[config.mk]
export PLATFORM = sky130hd
export DESIGN_NAME = and_gadget_sched
export DESIGN_NICKNAME = d
export VERILOG_FILES = /design/src/rtl/and_sched_pkg.sv /design/src/rtl/lfsr16.sv /design/src/rtl/and_gadget_sched.sv
export SDC_FILE = /design/constraint.sdc
export NUM_CORES = 1
export LEC_CHECK = 0
export CORE_MARGIN = 4
export CORE_UTILIZATION = 25
export DETAILED_ROUTE_END_ITERATION = 7
export HOLD_SLACK_MARGIN = 0.06
export SETUP_SLACK_MARGIN = 0.02
export SLEW_MARGIN = 20
export SYNTH_ARGS = -nofsm -noshare
export SYNTH_HDL_FRONTEND = slang
export SYNTH_SLANG_ARGS = --single-unit
[constraint.sdc]
create_clock -name clk -period 1.5 [get_ports clk]
set_clock_uncertainty 0.2 [all_clocks]
set_input_delay 0.15 -clock clk [delete_from_list [all_inputs] [get_ports clk]]
set_output_delay 0.15 -clock clk [all_outputs]
set_load 0.02 [all_outputs]
[src/rtl/and_sched_pkg.sv]
// Shared types and constants for the masked AND gadget scheduler.
// Holds the FSM state encoding and the 16-bit LFSR definition.
package and_sched_pkg;

    typedef enum logic [1:0] {
        S_IDLE  = 2'd0,
        S_RUN   = 2'd1,
        S_DRAIN = 2'd2
    } state_e;

    localparam int LFSR_W = 16;

    // Right-shift Fibonacci form of x^16+x^14+x^13+x^11+1
    localparam logic [LFSR_W-1:0] LFSR_TAPS = 16'h002D;

    function automatic logic [LFSR_W-1:0] lfsr_next(
        input logic [LFSR_W-1:0] s
    );
        return {^(s & LFSR_TAPS), s[LFSR_W-1:1]};
    endfunction

endpackage

[src/rtl/lfsr16.sv]
// 16-bit Fibonacci LFSR supplying fresh masking randomness.
// Advances one step per cycle only when step is high.
module lfsr16
    import and_sched_pkg::*;
#(
    parameter logic [LFSR_W-1:0] SEED = 16'hACE1
) (
    input  logic              clk,
    input  logic              rst,
    input  logic              step,
    output logic [LFSR_W-1:0] state
);

    logic [LFSR_W-1:0] state_q;

    always_ff @(posedge clk) begin
        if (rst) begin
            state_q <= SEED;
        end else if (step) begin
            state_q <= lfsr_next(state_q);
        end
    end

    assign state = state_q;

endmodule

[src/rtl/and_gadget_sched.sv]
// Round-robin scheduler sharing one masked AND gadget among N requesters.
// Latches operands and fresh randomness per grant, with a completion timeout.
module and_gadget_sched
    import and_sched_pkg::*;
#(
    parameter int          D       = 2,
    parameter int          N       = 4,
    parameter int          TIMEOUT = 16,
    parameter logic [15:0] SEED    = 16'hACE1,
    localparam int         R       = D * (D - 1) / 2
) (
    input  logic           clk,
    input  logic           rst,
    input  logic [N-1:0]   req,
    input  logic [N*D-1:0] req_ina,
    input  logic [N*D-1:0] req_inb,
    output logic [N-1:0]   grant,
    output logic [N-1:0]   done,
    output logic [D-1:0]   res,
    output logic           err,
    output logic           busy,
    output logic [D-1:0]   and_ina,
    output logic [D-1:0]   and_inb,
    output logic [R-1:0]   and_rin,
    output logic           and_enable,
    input  logic           and_done,
    input  logic [D-1:0]   and_out
);

    localparam int IW = (N > 1) ? $clog2(N) : 1;
    localparam int CW = (TIMEOUT > 1) ? $clog2(TIMEOUT) : 1;

    state_e            state_q, state_d;
    logic [N-1:0]      grant_q, grant_d;
    logic [N-1:0]      done_q, done_d;
    logic              err_q, err_d;
    logic [D-1:0]      res_q, res_d;
    logic [D-1:0]      ina_q, ina_d;
    logic [D-1:0]      inb_q, inb_d;
    logic [R-1:0]      rin_q, rin_d;
    logic [CW-1:0]     cnt_q, cnt_d;
    logic [IW-1:0]     last_q, last_d;
    logic              win_vld;
    logic [IW-1:0]     win_idx;
    logic              lfsr_step;
    logic [LFSR_W-1:0] lfsr_state;
    logic              lfsr_unused;

    lfsr16 #(
        .SEED (SEED)
    ) u_lfsr (
        .clk   (clk),
        .rst   (rst),
        .step  (lfsr_step),
        .state (lfsr_state)
    );

    assign lfsr_unused = ^lfsr_state[LFSR_W-1:R];

    // Search upward from the slot after the previous winner
    always_comb begin
        win_vld = 1'b0;
        win_idx = '0;
        for (int k = 1; k <= N; k++) begin
            if (!win_vld && req[(int'(last_q) + k) % N]) begin
                win_vld = 1'b1;
                win_idx = IW'((int'(last_q) + k) % N);
            end
        end
    end

    always_comb begin
        state_d   = state_q;
        grant_d   = grant_q;
        done_d    = '0;
        err_d     = 1'b0;
        res_d     = res_q;
        ina_d     = ina_q;
        inb_d     = inb_q;
        rin_d     = rin_q;
        cnt_d     = cnt_q;
        last_d    = last_q;
        lfsr_step = 1'b0;
        unique case (state_q)
            S_IDLE: begin
                if (win_vld) begin
                    state_d          = S_RUN;
                    grant_d          = '0;
                    grant_d[win_idx] = 1'b1;
                    ina_d     = req_ina[int'(win_idx)*D +: D];
                    inb_d     = req_inb[int'(win_idx)*D +: D];
                    rin_d     = lfsr_state[R-1:0];
                    lfsr_step = 1'b1;
                    last_d    = win_idx;
                    cnt_d     = '0;
                end
            end
            S_RUN: begin
                // Completion takes precedence over a coincident timeout
                if (and_done) begin
                    res_d   = and_out;
                    done_d  = grant_q;
                    state_d = S_DRAIN;
                end else if (cnt_q == CW'(TIMEOUT - 1)) begin
                    res_d   = '0;
                    done_d  = grant_q;
                    err_d   = 1'b1;
                    state_d = S_DRAIN;
                end else begin
                    cnt_d = cnt_q + 1'b1;
                end
            end
            S_DRAIN: begin
                if (!and_done) begin
                    grant_d = '0;
                    state_d = S_IDLE;
                end
            end
            default: state_d = S_IDLE;
        endcase
    end

    always_ff @(posedge clk) begin
        if (rst) begin
            state_q <= S_IDLE;
            grant_q <= '0;
            done_q  <= '0;
            err_q   <= 1'b0;
            res_q   <= '0;
            ina_q   <= '0;
            inb_q   <= '0;
            rin_q   <= '0;
            cnt_q   <= '0;
            last_q  <= IW'(N - 1);
        end else begin
            state_q <= state_d;
            grant_q <= grant_d;
            done_q  <= done_d;
            err_q   <= err_d;
            res_q   <= res_d;
            ina_q   <= ina_d;
            inb_q   <= inb_d;
            rin_q   <= rin_d;
            cnt_q   <= cnt_d;
            last_q  <= last_d;
        end
    end

    assign grant      = grant_q;
    assign done       = done_q;
    assign err        = err_q;
    assign res        = res_q;
    assign busy       = (state_q != S_IDLE);
    assign and_ina    = ina_q;
    assign and_inb    = inb_q;
    assign and_rin    = rin_q;
    assign and_enable = (state_q == S_RUN);

endmodule

======== Yosys cells after proc, flatten, opt, wreduce, memory -nomap -nowiden ========
Cells that the tools add are included.
word-level totals
  latch bits .............................. 0
  memories ................................ 0
  register bits after elaboration ......... 40
  ROM bits ................................ 0
  output and inout bits ................... 18
  input port bits ......................... 25
  memory bits (writable) .................. 0
operators by class
  divide/modulo/power cells ............... 0
  equality and inequality tests ........... 8
  multiplexer cells ....................... 41
  multiply operators ...................... 0
  shift operators ......................... 2
  $lt $le $gt $ge ......................... 6
  add/subtract/negate cells ............... 5
  bitwise operators ....................... 5
  reduce and logical (&&, ||, !) cells .... 24
operators with widths
  cell                                                                   number
  4-bit 2-to-1 mux                                                       7
  2-bit 2-to-1 mux                                                       10
  3-bit by 4-bit < comparator with 1-bit output (second input constant)  4
  1-bit 2-to-1 mux                                                       16
  4-bit one-hot mux with 2 select lines                                  2
  16-bit parity                                                          1
  8-bit by 4-bit indexed part select with 2-bit output                   2
  2-bit OR reduction                                                     5
  1-bit binary-select mux with 2-bit select                              4
  2-bit != test (second input constant)                                  4
  2-bit nonzero test                                                     4
  2-bit one-hot mux with 3 select lines                                  1
  3-bit AND reduction                                                    2
  2-bit by 1-bit adder with 2-bit output (second input constant)         2
  2-bit adder (second input constant)                                    2
  4-bit by 1-bit adder with 4-bit output (second input constant)         1
  1-bit bitwise AND (first input constant)                               4
  4-bit equality test (second input constant)                            1
  1-bit logical AND                                                      4
  2-bit AND reduction                                                    2
  4-bit AND reduction                                                    1
  1-bit zero test                                                        3
  2-bit by 3-bit < comparator with 1-bit output (second input constant)  1
  3-bit by 1-bit != test with 1-bit output (second input constant)       1
  7 further kinds                                                        7

======== Longest topological paths before layout ========
Gate-level depths: netlist (run 1).
  depth in word-level cells ............... 22
  mapped depth ............................ 7
  gate-level depth less buffers ........... 6

======== Cells and area by module ========
Synthesis (run 1) repeated with hierarchy kept, for this count alone.
second synthesis, totals
  cell total of the unflattened synthesis .. 178
  area, all modules ....................... 1739.2 um^2
modules (own cells, without submodules)
  module            seq. area each (um^2)  area each (um^2)  cells each  instances
  and_gadget_sched  480.5                  1139.8            123         1
  lfsr16            320.3                  599.3             55          1

======== Worst setup path after synthesis (run 1) ========
No wires, ideal clock.
  path kind ............................... register to register
  start ................................... register cnt_q[0]
  end ..................................... register cnt_q[2]
  path buffers ............................ 0
  setup time .............................. 0.128 ns
  clock period less this slack ............ 1.676 ns
  stages on the path, launching flop included .. 7
  arrival ................................. 1.349 ns
  setup slack ............................. -0.176 ns
  data required time ...................... 1.172 ns
  cell sequence ........................... dfxtp_1 > ha_1 > a31oi_1 > mux2i_2 > nor3b_1 > xnor2_1 > nor3_1
on the way
  longest elaborated chain between the ends .. 4
  elaborated cells on any way between the ends .. 7
  classes of those cells .................. add/sub (1); eq/ne (2); mux (3); reduce/logical (1)
ends and longest elaborated chain
  item                                    line                     source
  start: declaration                      and_gadget_sched.sv:41   logic [CW-1:0] cnt_q, cnt_d;
  start signal: assignment                and_gadget_sched.sv:144  cnt_q <= cnt_d;
  4-bit by 1-bit adder with 4-bit output  and_gadget_sched.sv:110  cnt_d = cnt_q + 1'b1;
  4-bit 2-to-1 mux                        and_gadget_sched.sv:104  end else if (cnt_q == CW'(TIMEOUT - 1)) begin
  4-bit 2-to-1 mux                        and_gadget_sched.sv:100  if (and_done) begin
  4-bit one-hot mux with 2 select lines   and_gadget_sched.sv:84   unique case (state_q)
Parallel ways exist; a longest one is shown, timed or not. The select of a mux whose other input is x is not followed.
A chain may end at the register's enable or synchronous reset.

======== Final worst setup path (run 1) ========
  start ................................... register last_q[1]
  end ..................................... register inb_q[0], in the netlist and_inb[0]
on the way
  longest elaborated chain between the ends .. 15
  elaborated cells on any way between the ends .. 32
  classes of those cells .................. add/sub (4); shift (1); mux (20); reduce/logical (7)
ends and longest elaborated chain
  item                                                                                         line                                            source
  start: declaration                                                                           and_gadget_sched.sv:42                          logic [IW-1:0] last_q, last_d;
  start signal: assignment                                                                     and_gadget_sched.sv:134                         last_q <= IW'(N - 1);
  start signal: assignment                                                                     and_gadget_sched.sv:145                         last_q <= last_d;
  2-bit by 1-bit adder with 2-bit output                                                       and_gadget_sched.sv:65, and_gadget_sched.sv:67
  1-bit binary-select mux with 2-bit select                                                    and_gadget_sched.sv:65                          if (!win_vld && req[(int'(last_q) + k) % N]) begin
  1-bit 2-to-1 mux (implied by the code) (2 in a row)                                          and_gadget_sched.sv:65
  1-bit 2-to-1 mux                                                                             and_gadget_sched.sv:65
  1-bit zero test                                                                              and_gadget_sched.sv:65
  1-bit logical AND                                                                            and_gadget_sched.sv:65
  1-bit 2-to-1 mux                                                                             and_gadget_sched.sv:65
  1-bit zero test                                                                              and_gadget_sched.sv:65
  1-bit logical AND                                                                            and_gadget_sched.sv:65
  1-bit 2-to-1 mux                                                                             and_gadget_sched.sv:65
  1-bit zero test                                                                              and_gadget_sched.sv:65
  1-bit logical AND                                                                            and_gadget_sched.sv:65
  2-bit 2-to-1 mux or 1-bit 2-to-1 mux (tied branches)                                         and_gadget_sched.sv:65
  8-bit by 4-bit indexed part select with 2-bit output or 2-bit AND reduction (tied branches)  n/a
  end signal: assignment                                                                       and_gadget_sched.sv:142                         inb_q <= inb_d;
  end: declaration                                                                             and_gadget_sched.sv:39                          logic [D-1:0] inb_q, inb_d;
Parallel ways exist; a longest one is shown, timed or not. The select of a mux whose other input is x is not followed.

==> run metrics, run 1 <==
area grow syn2layout=55.15%; count of cell types in the netlist=38; post-layout min period=1.625 ns; height of the die=90.50 µm; crit path to=and_inb[0]; commonest non-fill, non-tap cell in the layout=nand2_1; H-tree Lvls=2; sequential area share after synthesis=47.06%; failing checks=negative setup slack; Final Cell Area=2640 µm²; Leakage=1.136 nW; Die W=90.50 µm; Post-synth EDFFs=0; net switching power figure=0.0007648 W; # setup viols final=12; Gate power share=27.1%; global route overflow=0; Final ANT Viol Nets=0; critical path class=reg2reg; Die Area=8190 µm²; R2R Setup Slk=-0.13 ns; 1st-pass router iterations=4; Port Buf Inserts=42; Clock transition at path regs=0.08 ns; share of cells above drive strength 1=28.30%; Cell Count, Final, Fillers Out=342; WL per Instance=12.49 µm; cts hold-fix bufs=0; Rel. slew slack=79.60%; critical path peak fanout=7; # clock sinks=40; worst endpoint required time=1.47 ns; maximum root-to-sink buffer count=2; number of synthesized register bits=40; DR vias/cell=4.605; Sw Ratio=28.51%; Syn Area/Cell=8.863 µm²; Syn Nets=218; insertion delay to the later sink of the worst-skew pair=0.29 ns; worst setup path startpoint=last_q[1]; Core ar.=6495 µm²; Area after DPL=2434 µm²; Mapped Area=1702 µm²; Final Cycle Share=108.4%; CP arrival=1.59 ns; RSZ-0062 raised after global routing=yes; Cell Int Power=0.001918 W; Post-synth ARST share=0%; Worst R2R End=and_inb[0]; initial DRC count=66; Register-to-Register Path Depth=5; Worst R2R Start=last_q[1]; YS warnings=0; status=complete, but fails checks; final hold vios=0; fin. max-slew vios=0; clock power share=27.4%; Power Density=1016 nW/µm²; row count=29; ys flop type=dfxtp_1; clk root buf=clkbuf_8; Max Fclk=615.3 MHz; Setup crit end kind=flop; sequential share of power=45.5%; Least-Margin Pin Slew=0.3051 ns; Starting Density=26.20%; final-stage net count=290; vias in the first global route=1,486; CTS buffer count=5; global placement routability congestion=0.7346; via count=1,575; Tot GR Track Use=10.22%; setup ws final=-0.1253 ns; maximum VDD drop=0.4958 mV; dpl hpwl=3.005 mm; number of remaining DRC errors=0; maxcap violations=0; startpoint types=flop; Post-Route WL=4.270 mm; TritonCTS clock tree=yes; number of diodes=0; largest net degree at the start of global routing=18; commonest cells after routing, fill and taps aside=nand2_1, dfxtp_1, buf_4, clkdlybuf4s50_1, dlygate4sd2_1; Top Ports=43; Mapped Cells=192; Hold Crit Class=in2reg; placed cell count=328; initial antenna violation count=0; first-pass GRT wire length=6.851 mm
-- kinds of logic after synthesis --
family                   after synthesis  share of synthesized area, %
XOR/XNOR                               6                         3.088
buffers and inverters                 14                         4.559
adder cells (fa/ha/maj)                1                        0.7352
multiplexers                          10                         6.103
flip-flops                            40                         47.06
AO/OA/AOI/OAI                         33                         12.43
AND/OR/NAND/NOR                       88                         26.03
-- per-layer routing --
metal / vias up / GRT usage (%) / wire [µm]
met3: 5 / 3.500 / 252
met5: - / 0 / 0
met2: 37 / 15.94 / 1999
met4: 0 / 3.827 / 53
met1: 730 / 12.98 / 1965
li1: 803 / - / -
-- state kept, by name, summed over array words and instances (netlist names) --
name and flops:
grant 4, and_inb 2, cnt_q 4, u_lfsr.state 16
and_ina 2, and_rin 1, res 2, done 4
state_q 2, last_q 2, err 1
-- power by group through the flow --
| stage | Sequential (W) | Clock [W] | Combinational [W] |
|---|---|---|---|
| floorplan | 0.00127 | 0 | 0.000346 |
| global placement | 0.00124 | 0 | 0.000653 |
| detailed placement | 0.00124 | 0 | 0.000663 |
| CTS | 0.00122 | 0.000761 | 0.000677 |
| global route | 0.00123 | 0.000805 | 0.000789 |
| finish | 0.00122 | 0.000736 | 0.000727 |
-- worst min-delay path by stage --
stage / cells past startpoint / start / slack [ns] / end
after global routing: 2 / u_lfsr.state[4] / 0.27 / u_lfsr.state[4]
final: 5 / req[3] / 0.21 / grant[1]
after detailed placement: 2 / u_lfsr.state[13] / 0.24 / u_lfsr.state[12]
after global placement: 2 / u_lfsr.state[4] / 0.24 / u_lfsr.state[3]
after CTS: 4 / req[3] / 0.23 / last_q[1]
after floorplan: 1 / and_done / 0.03 / err
-- metrics by stage --
stage                     setup WS (ns)  total power, W  utilization [%]  hold WS, ns  setup TNS, ns
after floorplan                -0.06772        0.001613                -      0.02697        -0.3597
after global placement          -0.5110        0.001894            37.47       0.2363         -15.32
after detailed placement        -0.5730        0.001902            37.47       0.2426         -16.38
after CTS                       -0.1420        0.002656            39.61       0.2297         -1.090
after global routing            -0.2485        0.002826            40.65       0.2738         -2.349
final                           -0.1253        0.002683            40.65       0.2141         -1.012
-- cell usage after synthesis, types with 3 or more instances --
cell type,count,area (µm²)
a21oi_1,18,90.09
a32oi_1,3,26.28
and2_1,4,25.02
clkbuf_1,5,18.77
dfxtp_1,40,800.8
inv_1,3,11.26
mux2i_1,9,90.09
nand2_1,40,150.1
nand2b_1,3,18.77
nand3_1,3,15.01
nand3b_1,13,97.59
nor2_1,10,37.54
nor3_1,5,25.02
o221ai_1,4,35.03
xnor2_1,5,43.79
-- cell type report --
type                    instances  area (µm²)
inverters                       3       11.26
clock buffers                   8       90.09
repair buffers                 76       688.2
multi-input cells             138       940.9
flip-flops and latches         40       813.3
well taps                      77       96.34
fillers                       636        3855
-- critical path, cell delays in order, from the launching register on --
cell	delay (ns)
dfxtp_4	0.38
mux2i_1	0.22
o221a_4	0.25
buf_12	0.13
mux2i_1	0.19
o221ai_1	0.12
-- what timing repair did --
item,CTS,global route
resized for setup,44,22
pin swaps,12,16
setup buffers,4,3
setup endpoints to repair,56,26
Power figures use the tool's default switching activity.
==> run 2: changes to the inputs <==
--- a/config.mk
+++ b/config.mk
@@ -7,6 +7,7 @@
 export LEC_CHECK = 0
 export CORE_MARGIN = 4
 export CORE_UTILIZATION = 25
+export CTS_BUF_LIST = sky130_fd_sc_hd__clkbuf_16
 export DETAILED_ROUTE_END_ITERATION = 7
 export HOLD_SLACK_MARGIN = 0.06
 export SETUP_SLACK_MARGIN = 0.02
==> run 2 against run 1 <==
  * The flow still finishes with violations (negative setup slack)
  * Power grew 10%
  * Combinational power increased by 2%
  * Sequential cell count did not move
==> run metrics, run 2 (synthesized netlist as in run 1, its figures left out) <==
status=complete, but fails checks; failing checks=negative setup slack; Final Cycle Share=109.0% (+0.67 points); Gate power share=25.1% (-2.0 points); post-layout min period=1.635 ns (+0.01010 ns); fin. max-slew vios=0 (unchanged); Final ANT Viol Nets=0 (unchanged); max reg flops=16 (unchanged); Worst R2R End=and_ina[1]; Die W=90.50 µm (unchanged); worst hold endpoint=last_q[1]; startpoint types=flop; largest net degree at the start of global routing=18 (unchanged); maxcap violations=0 (unchanged); clk root buf=clkbuf_16; number of diodes=0 (unchanged); commonest non-fill, non-tap cell in the layout=nand2_1; worst endpoint required time=1.45 ns (-0.02 ns); CTS buffer count=5 (unchanged); hold_sp=req[3]; share of cells above drive strength 1=28.95% (+0.65 points); DR vias/cell=4.653 (+1.0%); net switching power figure=0.0008091 W (+5.8%); final hold vios=0 (unchanged); Leakage=1.174 nW (+3.4%); number of remaining DRC errors=0 (unchanged); Max Fclk=611.5 MHz (-0.62%); Register-to-Register Path Depth=5 (unchanged); Worst R2R Start=last_q[1]; area grow syn2layout=59.12%; Tot GR Track Use=10.36% (+0.14 points); crit-path most repeated cell=mux2i_1; Port Buf Inserts=42 (unchanged); Core ar.=6495 µm² (unchanged); Min-Delay Path Depth=4 (-1); WL per Instance=12.61 µm (+1.0%); Power Density=1094 nW/µm² (+7.6%); row count=29 (unchanged); TritonCTS clock tree=yes; Cell Int Power=0.002153 W (+12%); Die Area=8190 µm² (unchanged); critical path class=reg2reg; CP max stage cell=dfxtp_4; # clock sinks=40 (unchanged); slowest stage delay, CP=0.38 ns (about the same); Setup crit end kind=flop; critical path peak fanout=7 (unchanged); vias in the first global route=1,475 (-0.74%); height of the die=90.50 µm (unchanged); R2R Setup Slk=-0.14 ns (about the same); sequential share of power=41.3% (-4.2 points); setup ws final=-0.1354 ns (-0.01010 ns); Hold Crit Class=in2reg; Sw Ratio=27.32% (-1.2 points); WHS=0.1741 ns (-0.03994 ns); global route overflow=0 (unchanged); Post-Route WL=4.326 mm (+1.3%); H-tree Lvls=2 (unchanged); cell family with most CP delay=multiplexers; initial DRC count=60 (-9.1%); 1st-pass router iterations=4 (unchanged); Clock transition at path regs=0.06 ns (-0.02 ns); maximum root-to-sink buffer count=2 (unchanged); commonest cells after routing, fill and taps aside=nand2_1, dfxtp_1, buf_4, clkdlybuf4s50_1, dlygate4sd2_1; cts hold-fix bufs=0 (unchanged); final-stage net count=291 (+0.34%); clock power share=33.7% (+6.3 points); global placement routability congestion=0.7346 (unchanged); Least-Margin Pin Slew=0.3001 ns (-0.005027 ns); critical path cell sequence=mux2i_1, o221a_4, buf_12, mux2i_1, o221ai_1; Rel. slew slack=79.93% (+0.34 points); maximum VDD drop=0.4564 mV (-7.9%); Starting Density=26.20% (unchanged); Worst Path Buf+Inv=1 (unchanged); via count=1,596 (+1.3%); CP arrival=1.58 ns (about the same); worst slack, placed=-0.5730 ns (unchanged); # setup viols final=12 (unchanged); initial antenna violation count=0 (unchanged); Top Ports=43 (unchanged); dpl hpwl=3.005 mm (unchanged); insertion delay to the later sink of the worst-skew pair=0.28 ns (about the same); RSZ-0062 raised after global routing=yes; first-pass GRT wire length=6.817 mm (-0.50%)
run 2: timing repair:
action                     in CTS  in global routing
pin swaps                      10                 16
setup endpoints to repair      56                 30
gates resized for setup        43                 27
buffers inserted                4                  5
run 2: cell type report:
cell class / count / area (µm²)
Multi-Input combinational cell: 138 / 945.9
Inverter: 3 / 11.26
Fill cell: 623 / 3787
Clock inverter: 3 / 11.26
Clock buffer: 5 / 125.1
Tap cell: 77 / 96.34
Sequential cell: 40 / 813.3
Timing Repair Buffer: 77 / 704.4
run 2: through the flow:
| stage | area (µm²) | setup TNS, ns | utilization, % | cells | total power (W) |
|---|---|---|---|---|---|
| 2_1_floorplan | 1759 | -0.3597 | - | 192 | 0.001613 |
| 3_3_place_gp | 2434 | -15.32 | 37.47 | 328 | 0.001894 |
| 3_5_place_dp | 2434 | -16.38 | 37.47 | 328 | 0.001902 |
| 4_1_cts | 2638 | -1.047 | 40.61 | 340 | 0.002933 |
| 5_1_grt | 2708 | -2.194 | 41.69 | 343 | 0.003109 |
| 6_report | 2708 | -0.8869 | 41.69 | 343 | 0.002962 |
run 2: worst max path at each step:
stage / cells past startpoint / startpoint / to / slack, ns
after detailed placement: 7 / req[1] / and_inb[0] / -0.57
after global placement: 7 / req[1] / and_inb[1] / -0.51
after CTS: 5 / last_q[1] / and_inb[0] / -0.14
final: 5 / last_q[1] / and_ina[1] / -0.14
after floorplan: 6 / last_q[1] / and_ina[1] / -0.07
after global routing: 6 / last_q[1] / and_inb[0] / -0.25
run 2: worst min-delay path, delay by kind of cell:
kind                   cells  cell delay [ns]
AOI/OAI and AO/OA          2             0.24
buffers and inverters      2             0.23
run 2: power by group through the flow:
| stage | Combinational [W] | Sequential [W] | Clock, W |
|---|---|---|---|
| detailed placement | 0.000663 | 0.00124 | 0 |
| global route | 0.000803 | 0.00123 | 0.00107 |
| finish | 0.000742 | 0.00122 | 0.000997 |
| floorplan | 0.000346 | 0.00127 | 0 |
| global placement | 0.000653 | 0.00124 | 0 |
| CTS | 0.000689 | 0.00122 | 0.00102 |
run 2: layer usage:
layer	share of wire (%)	track usage (%)	vias to the layer above
li1	-	-	805
met1	45	12.68	742
met2	47	15.44	43
met3	6.2	4.750	6
met4	1.8	4.719	0
met5	0	0	-
